**src/rtl/seq_pkg.sv**
```systemverilog
// Shared types, code constants and code helpers for the 0,1,3,7,6,4 sequence checker.
package seq_pkg;

    typedef enum logic [1:0] {
        HUNT,
        ACQUIRE,
        LOCKED,
        HOLD
    } state_t;

    localparam logic [2:0] C0 = 3'd0;
    localparam logic [2:0] C1 = 3'd1;
    localparam logic [2:0] C3 = 3'd3;
    localparam logic [2:0] C7 = 3'd7;
    localparam logic [2:0] C6 = 3'd6;
    localparam logic [2:0] C4 = 3'd4;

    // Codes 2 and 5 never occur in the sequence
    function automatic logic is_legal(input logic [2:0] code);
        return (code != 3'd2) && (code != 3'd5);
    endfunction

    function automatic logic [2:0] code2idx(input logic [2:0] code);
        logic [2:0] idx;
        case (code)
            C0:      idx = 3'd0;
            C1:      idx = 3'd1;
            C3:      idx = 3'd2;
            C7:      idx = 3'd3;
            C6:      idx = 3'd4;
            C4:      idx = 3'd5;
            default: idx = 3'd0;
        endcase
        return idx;
    endfunction

    function automatic logic [2:0] succ(input logic [2:0] code);
        logic [2:0] nxt;
        case (code)
            C0:      nxt = C1;
            C1:      nxt = C3;
            C3:      nxt = C7;
            C7:      nxt = C6;
            C6:      nxt = C4;
            C4:      nxt = C0;
            default: nxt = C0;
        endcase
        return nxt;
    endfunction

endpackage

```
**src/rtl/seq_code_decode.sv**
```systemverilog
// Combinational decode of a received code into legality, position and successor.
module seq_code_decode
    import seq_pkg::*;
(
    input  logic [2:0] code,
    output logic       code_legal,
    output logic [2:0] code_idx,
    output logic [2:0] code_succ
);

    always_comb begin
        code_legal = is_legal(code);
        code_idx   = code2idx(code);
        code_succ  = succ(code);
    end

endmodule

```
**config.mk**
```make
export PLATFORM = sky130hd
export DESIGN_NAME = seq_code_decode
export DESIGN_NICKNAME = d
export VERILOG_FILES = /design/src/rtl/seq_pkg.sv /design/src/rtl/seq_code_decode.sv
export SDC_FILE = /design/constraint.sdc
export NUM_CORES = 1
export LEC_CHECK = 0
export CORE_AREA = 2 2 39 41
export DETAILED_ROUTE_END_ITERATION = 7
export DIE_AREA = 0 0 41 43
export GPL_TIMING_DRIVEN = 0
export PLACE_DENSITY = 0.32
export RECOVER_POWER = 25
export SLEW_MARGIN = 20
export SYNTH_ARGS = -nofsm -noshare
export SYNTH_HDL_FRONTEND = slang
export SYNTH_SLANG_ARGS = --single-unit
```
**constraint.sdc**
```tcl
create_clock -name vclk -period 0.8
set_input_delay 0.12 -clock vclk [all_inputs]
set_output_delay 0.12 -clock vclk [all_outputs]
set_load 0.01 [all_outputs]
```
; Yosys cells after proc, flatten, opt, wreduce, memory -nomap -nowiden
; Cells that the tools add are included.
[op_classes]
n_div = 0
addsub = 0
reduce_logical = 2
shift = 0
order_cmp = 0
n_bitwise = 0
n_mux = 2
multipliers = 0
eq_ne = 7
[op_table]
columns = operator, count
row1 = 3-bit one-hot mux with 5 select lines, 2
row2 = "3-bit == test, second input constant", 3
row3 = "3-bit by 1-bit == test with 1-bit output, second input constant", 1
row4 = "3-bit by 2-bit == test with 1-bit output, second input constant", 1
row5 = 3-bit logical NOT, 1
row6 = "3-bit by 2-bit inequality test with 1-bit output, second input constant", 1
row7 = "3-bit inequality test, second input constant", 1
row8 = 1-bit logical AND, 1
[totals]
input_bits = 3
reg_bits = 0
ram_bits = 0
latchBits = 0
mem_bits_ro = 0
mem_count = 0
output_inout_bits = 7

; Logic depth before layout (Yosys ltp)
; Gate-level depths: netlist (run 1).
[logic_depth]
word_depth = 2
mapped_depth = 2

; Worst setup path before layout (run 1)
; OpenSTA, ideal clock, no wires.
[synth_timing]
path_kind = input-to-output
start = input port code[2]
end = output port code_legal
setup_slack_ns = 0.201
t_arrival_ns = 0.479
n_path_buf = 0
t_required_ns = 0.680
path_stages = 2
cell_sequence = and3b_1 > a21oi_1
[synth_between]
elab_chain_cells = 2
elab_cells_between_ends = 3
[synth_lines]
columns = item, line
row1 = from (decl), seq_code_decode.sv:5  ; input logic [2:0] code,
row2 = 3-bit by 2-bit inequality test with 1-bit output or 3-bit inequality test (tied branches), seq_pkg.sv:20  ; return (code != 3'd2) && (code != 3'd5);
row3 = 1-bit logical AND (*), seq_pkg.sv:20
row4 = to (decl), seq_code_decode.sv:6  ; output logic code_legal,
; Every way passes the cells marked *; elsewhere a longest branch is shown, timed or not.

; Worst setup path after layout (run 1)
[layout_timing]
start = input port code[1]
end = output port code_legal
; The elaborated chain is that of the path after synthesis.

==> results of run 1 <==
[cells by family after synthesis]
logic type	after synthesis
buffers and inverters	2
xor gates and xnor gates	1
and+or+nand+nor	6
AOI/OAI and AO/OA	4
[routing by layer]
metal	vias to the layer above	share of wire [%]
li1	63	-
met1	44	52
met2	7	37
met3	0	11
met4	0	0
met5	-	0
[cell usage after synthesis (all sizes together)]
master	count	share of area (%)
a21oi	3	22
nor2	3	17
inv	2	11
and3b	1	13
nand3	1	7.4
nor2b	1	9.3
o21ai	1	7.4
xnor2	1	13
[area by class of cell]
class                      instances  area share [%]
inverter                           2           4.317
tap                               16           11.51
multi-input combinational         11           41.01
timing repair buffer              10           43.17
[report_power, final]
part            total, W  internal, W  switching (W)
logic          0.0000956    0.0000465      0.0000491
clock network          0            0              0
registers              0            0              0
total          0.0000956    0.0000465      0.0000491
[path summary, 6_finish.rpt]
kind | end | cells after the start | start
worst min-delay path | code_succ[0] | 3 | code[2]
worst max-delay path | code_legal | 4 | code[1]
[metrics by stage]
| stage | instances | total power, W | hold slack (ns) | util [%] | setup TNS [ns] |
|---|---|---|---|---|---|
| 2_1_floorplan | 13 | 0.00003810 | 0.2841 | - | 0 |
| 3_3_place_gp | 39 | 0.0001099 | 1.342 | 13.56 | -5.439 |
| 3_5_place_dp | 39 | 0.0001102 | 1.345 | 13.56 | -5.477 |
| 4_1_cts | 39 | 0.00008803 | 0.5458 | 11.48 | 0 |
| 5_1_grt | 39 | 0.0001049 | 0.5366 | 12.57 | -0.003269 |
| 6_report | 39 | 0.00009557 | 0.5167 | 12.57 | 0 |
[what timing repair did]
| action | CTS | global route |
|---|---|---|
| setup endpoints to repair | 7 | 5 |
| gates resized for setup | 37 | 9 |
| pin swaps | 1 | 1 |
==> impl_results.md, run 1 <==
- Area growth syn-to-layout: 157.4%
- Placed cell areas: around 190 µm²
- Most frequent cells in the layout: buf_2 (4), inv_1 (2), a21oi_1 (2), nor2_1 (2), buf_6 (2)
- Setup Viol. Count Final: 0
- Post-synth cell types: 8
- Max Cap Viol: 0
- Routed Antenna Nets: 0
- Max rail drop VDD: 0.1828 mV
- Commonest non-fill, non-tap cell in the layout: buf_2
- Placer Congestion: approximately 0.67
- Crit-path cells: buf_4 -> and3b_1 -> a21oi_2 -> buf_2
- Syn Std Cell Area: roughly 68 µm²
- Met1 GRT Util: about 4.7%
- CLK BUF: 0
- Worst Slack Setup Final: slightly above 0.04 ns
- # DRC: 0
- Avg WL per Cell: around 6.8 µm
- Simple-Gate Fraction of Synth Area: 46.30%
- Die Span Y: 43 µm
- DIE AREA: ~1800 µm²
- Met2 Resource Use GR: ~4.4%
- Nets: 28
- Cell count after synthesis: 13
- Overflow after GRT: 0
- Setup Fix Bufs, Post-CTS: 0
- Final slew viol count: 0
- CP Class: input pin to output pin
- Final hold vios: 0
- Outcome: completed
- Pin count of the biggest net entering global routing: 8
- Main combinational cell family by area after synthesis: simple AND/OR/NAND/NOR gates
- Worst-Margin Slew: between 0.15 and 0.2 ns
- Fillers: 156
- Mux share of post-synthesis cell area: 0%
- Syn_area_per_cell: between 5 and 6 µm²
- Buffers on Ports: 10
- Cell Pwr Density: 549.5 nW/µm²
- Storage element area: 0 µm²
- Fmax: roughly 1.3 GHz
- Mapped Nets: 16
- Post-synthesis compound-gate area fraction: approximately 30%
- Vias in the first global route: between 90 and 100
- Leakage: 0.07912 nW
- Delay-heaviest family, CP: buffers and inverters
- GRT Max-Usage Layer: met1
- Slew headroom: about nine tenths
- CP endpoint kind: output pin
- Layout cell share with drive strength beyond 1: between 40% and 50%
- Post-route cell area: about 170 µm²
- Area of the multi-input gates: 71.32 µm²
- Tot GR Track Use: ~2.9%
- Arr. time, crit path: 0.64 ns
- Detailed-route via count: between 100 and 150
- Via-per-instance ratio: 2.923
- Final wirelength: roughly 270 µm
- Cts hold-fix bufs: 0
- Core ar.: 1384 µm²
- WP data required: 0.68 ns
- FF+latch count: 0
- # rows: 14
- Adder-cell share of the synthesized area: 0%
- Place WS: -0.8535 ns
- First-pass GRT wire length: 386 µm
- Buf+Inv Stages, Crit Path: 2
- Starting density of the core: 4.882%
- Final period util: 94.97%
- Final HPWL DP: 207.9 µm
- Met3 usage: 0%
- XOR/XNOR Fraction of Synth Area: 12.96%
- First-pass DRT Iterations: 1
- Synth Warn #: 0
- CP max stage delay: roughly 0.18 ns
- Fin crit period: 0.7598 ns
- Antenna violations before repair: 0
- Width of the die: 41 µm
- Seq/Total Area, Yosys: 0%
- Min-Delay Path Class: input pin to output pin
- Slowest cell on crit path: and3b_1
- # diodes: 0
- Max Fanout on Critical Path: 6
- IO Count: 10
- Critical Path Start Type: input pin
- Initial DRC Count: 0
Note: power is estimated with default switching activity, not from simulation.
==> inputs of run 2 (changes only) <==
TNS_END_PERCENT = 20   (was default)
==> results of run 2 <==
No change in the layout: final DEF, timing and power equal those of run 1.
